## src/rtl/ysyx_24080006_rd_arbiter_if.sv

```systemverilog
// AXI read-channel bundle (AR + R) between a read master and a read slave.
// Fields are named from the master's point of view.
interface ysyx_24080006_rd_arbiter_if;
  logic        arvalid;
  logic [31:0] araddr;
  logic [7:0]  arlen;
  logic [2:0]  arsize;
  logic [1:0]  arburst;
  logic        rready;
  logic        arready;
  logic        rvalid;
  logic [31:0] rdata;
  logic        rlast;

  modport master (
    output arvalid, araddr, arlen, arsize, arburst, rready,
    input  arready, rvalid, rdata, rlast
  );

  modport slave (
    input  arvalid, araddr, arlen, arsize, arburst, rready,
    output arready, rvalid, rdata, rlast
  );
endinterface

```

## src/rtl/ysyx_24080006_rd_arbiter.sv

```systemverilog
// Two-master (IFU/LSU) AXI read arbiter onto one shared downstream read port.
// One burst in flight at a time; AR/R are forwarded combinationally from the grant.
//
// state | meaning
// IDLE  | no burst; grant is latched on the edge any arvalid is seen
// ADDR  | granted AR forwarded downstream, waiting for arready
// DATA  | R beats forwarded to the granted master until rlast handshakes
module ysyx_24080006_rd_arbiter #(
  parameter bit         RR_EN   = 1'b1,
  parameter logic [7:0] MAX_LEN = 8'd15
) (
  input  logic                              clock,
  input  logic                              reset,
  ysyx_24080006_rd_arbiter_if.slave         ifu_r,
  ysyx_24080006_rd_arbiter_if.slave         lsu_r,
  ysyx_24080006_rd_arbiter_if.master        core_r,
  output logic                              busy,
  output logic                              burst_err
);

  typedef enum logic [1:0] {IDLE, ADDR, DATA} state_e;

  state_e      state_q;
  logic        grant_q;
  logic        last_q;
  logic        busy_q;
  logic        err_q;
  logic [7:0]  len_q;
  logic [7:0]  beat_q;

  logic        grant_d;
  logic        g_arvalid;
  logic [31:0] g_araddr;
  logic [7:0]  g_arlen;
  logic [2:0]  g_arsize;
  logic [1:0]  g_arburst;
  logic        g_rready;
  logic        in_addr;
  logic        in_data;
  logic        ar_hs;
  logic        r_hs;

  always_comb begin
    g_arvalid = grant_q ? lsu_r.arvalid : ifu_r.arvalid;
    g_araddr  = grant_q ? lsu_r.araddr  : ifu_r.araddr;
    g_arlen   = grant_q ? lsu_r.arlen   : ifu_r.arlen;
    g_arsize  = grant_q ? lsu_r.arsize  : ifu_r.arsize;
    g_arburst = grant_q ? lsu_r.arburst : ifu_r.arburst;
    g_rready  = grant_q ? lsu_r.rready  : ifu_r.rready;
  end

  always_comb begin
    if (ifu_r.arvalid && lsu_r.arvalid) grant_d = RR_EN ? ~last_q : 1'b1;
    else                                grant_d = lsu_r.arvalid;
  end

  // Gating with reset keeps every output at zero while reset is held.
  assign in_addr = !reset && (state_q == ADDR);
  assign in_data = !reset && (state_q == DATA);
  assign ar_hs   = in_addr && g_arvalid && core_r.arready;
  assign r_hs    = in_data && core_r.rvalid && g_rready;

  always_ff @(posedge clock) begin
    if (reset) begin
      state_q <= IDLE;
      grant_q <= 1'b0;
      last_q  <= 1'b1;
      busy_q  <= 1'b0;
      err_q   <= 1'b0;
      len_q   <= 8'd0;
      beat_q  <= 8'd0;
    end else begin
      case (state_q)
        IDLE: begin
          if (ifu_r.arvalid || lsu_r.arvalid) begin
            grant_q <= grant_d;
            state_q <= ADDR;
            busy_q  <= 1'b1;
          end
        end
        ADDR: begin
          if (ar_hs) begin
            len_q   <= g_arlen;
            beat_q  <= 8'd0;
            if (g_arlen > MAX_LEN) err_q <= 1'b1;
            state_q <= DATA;
          end
        end
        DATA: begin
          if (r_hs) begin
            beat_q <= beat_q + 8'd1;
            if (core_r.rlast) begin
              if (beat_q != len_q) err_q <= 1'b1;
              state_q <= IDLE;
              busy_q  <= 1'b0;
              last_q  <= grant_q;
            end else if (beat_q == len_q) begin
              err_q <= 1'b1;
            end
          end
        end
        default: begin
          state_q <= IDLE;
          busy_q  <= 1'b0;
        end
      endcase
    end
  end

  assign core_r.arvalid = in_addr && g_arvalid;
  assign core_r.araddr  = in_addr ? g_araddr  : 32'd0;
  assign core_r.arlen   = in_addr ? g_arlen   : 8'd0;
  assign core_r.arsize  = in_addr ? g_arsize  : 3'd0;
  assign core_r.arburst = in_addr ? g_arburst : 2'd0;
  assign core_r.rready  = in_data && g_rready;

  assign ifu_r.arready  = in_addr && !grant_q && core_r.arready;
  assign ifu_r.rvalid   = in_data && !grant_q && core_r.rvalid;
  assign ifu_r.rdata    = (in_data && !grant_q) ? core_r.rdata : 32'd0;
  assign ifu_r.rlast    = in_data && !grant_q && core_r.rlast;

  assign lsu_r.arready  = in_addr && grant_q && core_r.arready;
  assign lsu_r.rvalid   = in_data && grant_q && core_r.rvalid;
  assign lsu_r.rdata    = (in_data && grant_q) ? core_r.rdata : 32'd0;
  assign lsu_r.rlast    = in_data && grant_q && core_r.rlast;

  assign busy      = busy_q && !reset;
  assign burst_err = err_q && !reset;

endmodule

```

## src/flat_wrapper.sv

```systemverilog
// flat-port wrapper written by rule: the top's interface ports become plain ports
module ysyx_24080006_rd_arbiter_flat 
#(
  parameter bit         RR_EN   = 1'b1,
  parameter logic [7:0] MAX_LEN = 8'd15
)
  (clock, reset, busy, burst_err, ifu_r_arvalid, ifu_r_araddr, ifu_r_arlen, ifu_r_arsize, ifu_r_arburst, ifu_r_rready, ifu_r_arready, ifu_r_rvalid, ifu_r_rdata, ifu_r_rlast, lsu_r_arvalid, lsu_r_araddr, lsu_r_arlen, lsu_r_arsize, lsu_r_arburst, lsu_r_rready, lsu_r_arready, lsu_r_rvalid, lsu_r_rdata, lsu_r_rlast, core_r_arvalid, core_r_araddr, core_r_arlen, core_r_arsize, core_r_arburst, core_r_rready, core_r_arready, core_r_rvalid, core_r_rdata, core_r_rlast);
  ysyx_24080006_rd_arbiter_if ifu_r_i ();
  ysyx_24080006_rd_arbiter_if lsu_r_i ();
  ysyx_24080006_rd_arbiter_if core_r_i ();
  input  logic clock;
  input  logic reset;
  output logic busy;
  output logic burst_err;
  input wire logic [$bits(ifu_r_i.arvalid)-1:0] ifu_r_arvalid;
  input wire logic [$bits(ifu_r_i.araddr)-1:0] ifu_r_araddr;
  input wire logic [$bits(ifu_r_i.arlen)-1:0] ifu_r_arlen;
  input wire logic [$bits(ifu_r_i.arsize)-1:0] ifu_r_arsize;
  input wire logic [$bits(ifu_r_i.arburst)-1:0] ifu_r_arburst;
  input wire logic [$bits(ifu_r_i.rready)-1:0] ifu_r_rready;
  output wire logic [$bits(ifu_r_i.arready)-1:0] ifu_r_arready;
  output wire logic [$bits(ifu_r_i.rvalid)-1:0] ifu_r_rvalid;
  output wire logic [$bits(ifu_r_i.rdata)-1:0] ifu_r_rdata;
  output wire logic [$bits(ifu_r_i.rlast)-1:0] ifu_r_rlast;
  input wire logic [$bits(lsu_r_i.arvalid)-1:0] lsu_r_arvalid;
  input wire logic [$bits(lsu_r_i.araddr)-1:0] lsu_r_araddr;
  input wire logic [$bits(lsu_r_i.arlen)-1:0] lsu_r_arlen;
  input wire logic [$bits(lsu_r_i.arsize)-1:0] lsu_r_arsize;
  input wire logic [$bits(lsu_r_i.arburst)-1:0] lsu_r_arburst;
  input wire logic [$bits(lsu_r_i.rready)-1:0] lsu_r_rready;
  output wire logic [$bits(lsu_r_i.arready)-1:0] lsu_r_arready;
  output wire logic [$bits(lsu_r_i.rvalid)-1:0] lsu_r_rvalid;
  output wire logic [$bits(lsu_r_i.rdata)-1:0] lsu_r_rdata;
  output wire logic [$bits(lsu_r_i.rlast)-1:0] lsu_r_rlast;
  output wire logic [$bits(core_r_i.arvalid)-1:0] core_r_arvalid;
  output wire logic [$bits(core_r_i.araddr)-1:0] core_r_araddr;
  output wire logic [$bits(core_r_i.arlen)-1:0] core_r_arlen;
  output wire logic [$bits(core_r_i.arsize)-1:0] core_r_arsize;
  output wire logic [$bits(core_r_i.arburst)-1:0] core_r_arburst;
  output wire logic [$bits(core_r_i.rready)-1:0] core_r_rready;
  input wire logic [$bits(core_r_i.arready)-1:0] core_r_arready;
  input wire logic [$bits(core_r_i.rvalid)-1:0] core_r_rvalid;
  input wire logic [$bits(core_r_i.rdata)-1:0] core_r_rdata;
  input wire logic [$bits(core_r_i.rlast)-1:0] core_r_rlast;
  assign ifu_r_i.arvalid = ifu_r_arvalid;
  assign ifu_r_i.araddr = ifu_r_araddr;
  assign ifu_r_i.arlen = ifu_r_arlen;
  assign ifu_r_i.arsize = ifu_r_arsize;
  assign ifu_r_i.arburst = ifu_r_arburst;
  assign ifu_r_i.rready = ifu_r_rready;
  assign ifu_r_arready = ifu_r_i.arready;
  assign ifu_r_rvalid = ifu_r_i.rvalid;
  assign ifu_r_rdata = ifu_r_i.rdata;
  assign ifu_r_rlast = ifu_r_i.rlast;
  assign lsu_r_i.arvalid = lsu_r_arvalid;
  assign lsu_r_i.araddr = lsu_r_araddr;
  assign lsu_r_i.arlen = lsu_r_arlen;
  assign lsu_r_i.arsize = lsu_r_arsize;
  assign lsu_r_i.arburst = lsu_r_arburst;
  assign lsu_r_i.rready = lsu_r_rready;
  assign lsu_r_arready = lsu_r_i.arready;
  assign lsu_r_rvalid = lsu_r_i.rvalid;
  assign lsu_r_rdata = lsu_r_i.rdata;
  assign lsu_r_rlast = lsu_r_i.rlast;
  assign core_r_arvalid = core_r_i.arvalid;
  assign core_r_araddr = core_r_i.araddr;
  assign core_r_arlen = core_r_i.arlen;
  assign core_r_arsize = core_r_i.arsize;
  assign core_r_arburst = core_r_i.arburst;
  assign core_r_rready = core_r_i.rready;
  assign core_r_i.arready = core_r_arready;
  assign core_r_i.rvalid = core_r_rvalid;
  assign core_r_i.rdata = core_r_rdata;
  assign core_r_i.rlast = core_r_rlast;
  ysyx_24080006_rd_arbiter #(.RR_EN(RR_EN), .MAX_LEN(MAX_LEN)) u_core (.clock(clock), .reset(reset), .ifu_r(ifu_r_i), .lsu_r(lsu_r_i), .core_r(core_r_i), .busy(busy), .burst_err(burst_err));
endmodule
```

## config.mk

```make
export PLATFORM = sky130hd
export DESIGN_NAME = ysyx_24080006_rd_arbiter_flat
export DESIGN_NICKNAME = d
export VERILOG_FILES = /design/src/rtl/ysyx_24080006_rd_arbiter_if.sv /design/src/rtl/ysyx_24080006_rd_arbiter.sv /design/src/flat_wrapper.sv
export SDC_FILE = /design/constraint.sdc
export NUM_CORES = 1
export LEC_CHECK = 0
export CAP_MARGIN = 20
export CORE_AREA = 2 2 97 99
export DETAILED_ROUTE_END_ITERATION = 6
export DIE_AREA = 0 0 99 101
export GPL_TIMING_DRIVEN = 0
export MAX_ROUTING_LAYER = met4
export PLACE_DENSITY = 0.77
export RECOVER_POWER = 50
export SLEW_MARGIN = 30
export SYNTH_ARGS = -nofsm -noshare
export SYNTH_HDL_FRONTEND = slang
export SYNTH_SLANG_ARGS = --single-unit
export TNS_END_PERCENT = 50
```

## constraint.sdc

```tcl
create_clock -name clock -period 2.3 [get_ports clock]
set_clock_uncertainty 0.15 [all_clocks]
set_input_delay 0.345 -clock clock [delete_from_list [all_inputs] [get_ports clock]]
set_output_delay 0.345 -clock clock [all_outputs]
set_load 0.01 [all_outputs]
```

==> impl_metrics.env, run 1 <==
export IMPL_num_vias=3394
export IMPL_num_antenna_cells=0
export IMPL_ir_drop_v=0.000266
export IMPL_grt_start_max_net_pins=14
export IMPL_tightestPinTransition_ps=548
export IMPL_clock_fmax_mhz=442
export IMPL_final_max_slew_violation_count=0
export IMPL_synth_cell_types=48
export IMPL_synthXorXnorAreaFrac=0.0283
export IMPL_first_pass_iters=4
export IMPL_multi_input_area_um2=1990
export IMPL_synth_top_flop_cell="sky130_fd_sc_hd__dfxtp_1"
export IMPL_vias_per_cell=4.73
export IMPL_yosys_area_share_simple=0.371
export IMPL_overflow=0
export IMPL_route_detailed_wl_per_inst_um=16.3
export IMPL_worst_ep_required_time_ps=1800
export IMPL_max_cap_violations=0
export IMPL_tritoncts="yes"
export IMPL_synth_cell_area_um2=2480
export IMPL_detail_route_drc_violations=0
export IMPL_die_outline_area_um2=10000
export IMPL_finalWorstPathRequiredPeriod_ps=2260
export IMPL_floorplan_die_height_um=101
export IMPL_synth_compound_area_share=0.128
export IMPL_top_level_ports=250
export IMPL_ctsRootBufferMaster="sky130_fd_sc_hd__clkbuf_8"
export IMPL_worst_hold_path_type="register to register"
export IMPL_synth_enable_flop_cells=0
export IMPL_synthesis_yosys_warnings=0
export IMPL_detail_route_iter0_violations=125
export IMPL_core_rowCount=35
export IMPL_run_status="complete, no violations"
export IMPL_clock_latency_ps=270
export IMPL_synthAdderAreaFrac=0.0252
export IMPL_drt_total_wl_mm=11.7
export IMPL_hold_viol_final=0
export IMPL_layout_area_overhead_vs_synth_pct=116
export IMPL_yosys_register_bits=22
export IMPL_synth_top_family_by_area="simple AND/OR/NAND/NOR gates"
export IMPL_mostFrequentLayoutCells="sky130_fd_sc_hd__clkdlybuf4s50_1 (134), sky130_fd_sc_hd__nor2_1 (61), sky130_fd_sc_hd__buf_2 (56), sky130_fd_sc_hd__and2_1 (52), sky130_fd_sc_hd__mux2i_1 (49)"
export IMPL_syn_num_nets=466
export IMPL_maximum_fanout_count_along_the_critical_path=5
export IMPL_power_leakage_uw=0.00250
export IMPL_globalRouteMet1Util=0.285
export IMPL_gp_congestion=0.863
export IMPL_seqCellArea_um2=445
export IMPL_setup_violations_final=0
export IMPL_place_ws_ps=-870
export IMPL_synthMuxAreaShare=0.210
export IMPL_cts_num_sinks=22
export IMPL_final_min_period_over_clock_period=0.983
export IMPL_num_nets_final=744
export IMPL_cts_clk_slew_worst_paths_ps=80
export IMPL_cts_buffers=3
export IMPL_grt_pass1_vias=3415
export IMPL_setup_worst_path_class="register to output pin"
export IMPL_max_slew_margin=0.632
export IMPL_global_route_wire_length_before_repair_mm=17.7
export IMPL_design_power_total_uw=2520
export IMPL_crit_chain="inv_4 -> ha_4 -> buf_6 -> and3b_2 -> buf_8 -> buf_4 -> and2_4 -> buf_2"
export IMPL_start_util=0.276
export IMPL_layout_setup_ws_ps=38.5
export IMPL_busiest_metal_layer_after_global_routing="met2"
export IMPL_cp_start_kind="register"
export IMPL_ant_nets=0
export IMPL_fillerInstances=842
export IMPL_critical_path_slowest_cell="sky130_fd_sc_hd__dfxtp_4"
export IMPL_cp_data_arrival_time_ps=1770
export IMPL_cpPeakStageDelay_ps=370
export IMPL_critical_path_endpoint_type="output pin"
export IMPL_clk_path_buf_depth=2
export IMPL_grt_total_usage=0.225
export IMPL_synth_yosys_seq_area_share=0.178
export IMPL_globalRouteMet3Util=0.0326
export IMPL_rsz0062_at_grt="true"
export IMPL_chipWidth_um=99
export IMPL_grt_antenna_before_repair=0
export IMPL_postCtsHoldBufs=0
export IMPL_postSynthCellCount=330
export IMPL_post_dp_hpwl_mm=9.42
export IMPL_asyncSetResetFlopFracSynth=0
export IMPL_powerDensity_nw_per_um2=471
export IMPL_final_common_cell="sky130_fd_sc_hd__clkdlybuf4s50_1"
export IMPL_layout_drive_gt1_share=0.245
export IMPL_grtUsageMet2=0.388
export IMPL_core_area_um2=8980
export IMPL_syn_avg_cell_area_um2=7.51
export IMPL_io_buffers=249
export IMPL_cts_htree_levels=1
critical path: cells and delay by family (launching register included):
kind	cells	cell delay, ps
buf+inv	5	570
simple gates	2	410
flops	1	370
fa+ha+maj	1	150
power by group:
group	internal, uW	switching (uW)	total (uW)
Sequential	427	27.1	455
Clock	233	135	368
Combinational	889	808	1700
Total	1550	970	2520
kinds of logic (layout without fill, tap and decap cells):
kind of cell / Yosys count / after routing
flops: 22 / 22
fa+ha+maj: 5 / 5
xor+xnor: 8 / 8
compound gates: 40 / 40
mux: 52 / 52
simple gates: 169 / 170
buf+inv: 34 / 310
layout make-up:
type | instances | area share
Timing Repair Buffer | 275 | 0.457
Clock buffer | 3 | 0.00772
Inverter | 10 | 0.00842
Multi-Input combinational cell | 275 | 0.372
Clock inverter | 1 | 0.00562
Buffer | 21 | 0.0400
Tap cell | 111 | 0.0260
Sequential cell | 22 | 0.0833
state kept, by name, summed over array words and instances (netlist names):
signal and cells:
u_core.len_q 8, u_core.err_q 1, u_core.busy_q 1, u_core.last_q 1, u_core.state_q 2, u_core.beat_q 8, u_core.grant_q 1
stage by stage:
step,setup TNS (ps),hold WS (ps),util,std cells,area (um2)
detailed placement,-78600,326,0.569,690,5110
global placement,-76150,311,0.569,690,5110
global route,-96.3,392,0.596,718,5350
floorplan,0,301,-,330,2480
finish,0,349,0.596,718,5350
CTS,-0.420,359,0.579,717,5190
cells in the mapped netlist, types with 2 or more instances:
cell,number,area share
sky130_fd_sc_hd__a211oi_1,8,0.024
sky130_fd_sc_hd__a21oi_1,6,0.012
sky130_fd_sc_hd__and2_1,69,0.17
sky130_fd_sc_hd__and3_1,2,0.0050
sky130_fd_sc_hd__and3b_1,2,0.0071
sky130_fd_sc_hd__buf_2,11,0.022
sky130_fd_sc_hd__buf_4,2,0.0061
sky130_fd_sc_hd__clkbuf_1,10,0.015
sky130_fd_sc_hd__dfxtp_1,22,0.18
sky130_fd_sc_hd__ha_1,5,0.025
sky130_fd_sc_hd__inv_1,9,0.014
sky130_fd_sc_hd__mux2i_1,51,0.21
sky130_fd_sc_hd__nand2_1,8,0.012
sky130_fd_sc_hd__nand3_1,3,0.0061
sky130_fd_sc_hd__nand3b_1,2,0.0061
sky130_fd_sc_hd__nand4_1,5,0.013
sky130_fd_sc_hd__nand4b_1,3,0.011
sky130_fd_sc_hd__nor2_1,61,0.092
sky130_fd_sc_hd__nor2b_1,3,0.0076
sky130_fd_sc_hd__nor3_1,2,0.0040
sky130_fd_sc_hd__nor4_2,2,0.010
sky130_fd_sc_hd__o211ai_1,5,0.015
sky130_fd_sc_hd__o21ai_0,3,0.0061
sky130_fd_sc_hd__o31ai_1,5,0.015
sky130_fd_sc_hd__xnor2_1,8,0.028
per-layer routing:
| layer | up-vias | wire [um] | share of wire |
|---|---|---|---|
| met3 | 18 | 447 | 0.038 |
| met4 | 0 | 167 | 0.014 |
| met2 | 80 | 6120 | 0.52 |
| met5 | - | 0 | 0 |
| li1 | 1693 | - | - |
| met1 | 1603 | 4950 | 0.42 |
repair_timing:
| action | 4_1_cts | 5_1_grt |
|---|---|---|
| gates resized for setup | 367 | 44 |
| endpoints found under the setup margin | 119 | 71 |
| hold endpoints to repair | 0 | 0 |
| pin swaps | 3 | 1 |
| gates cloned | 4 | 1 |
| buffers inserted | 20 | 2 |
worst paths after layout:
path / from / to / slack, ps / cells after the start
setup / recovery: u_core.state_q[0] / lsu_r_rdata[6] / 40 / 8
hold / removal: u_core.state_q[1] / u_core.state_q[1] / 350 / 2
setup reg to reg: u_core.state_q[1] / u_core.len_q[6] / 170 / 8
hold reg to reg: u_core.state_q[1] / u_core.state_q[1] / 350 / 2
Power figures use the tool's default switching activity.
==> run 2: changes to the inputs <==
SLEW_MARGIN = 40   (was 30)
==> results of run 2 <==
Same layout as run 1: the final DEF is identical, and so are final timing and power.
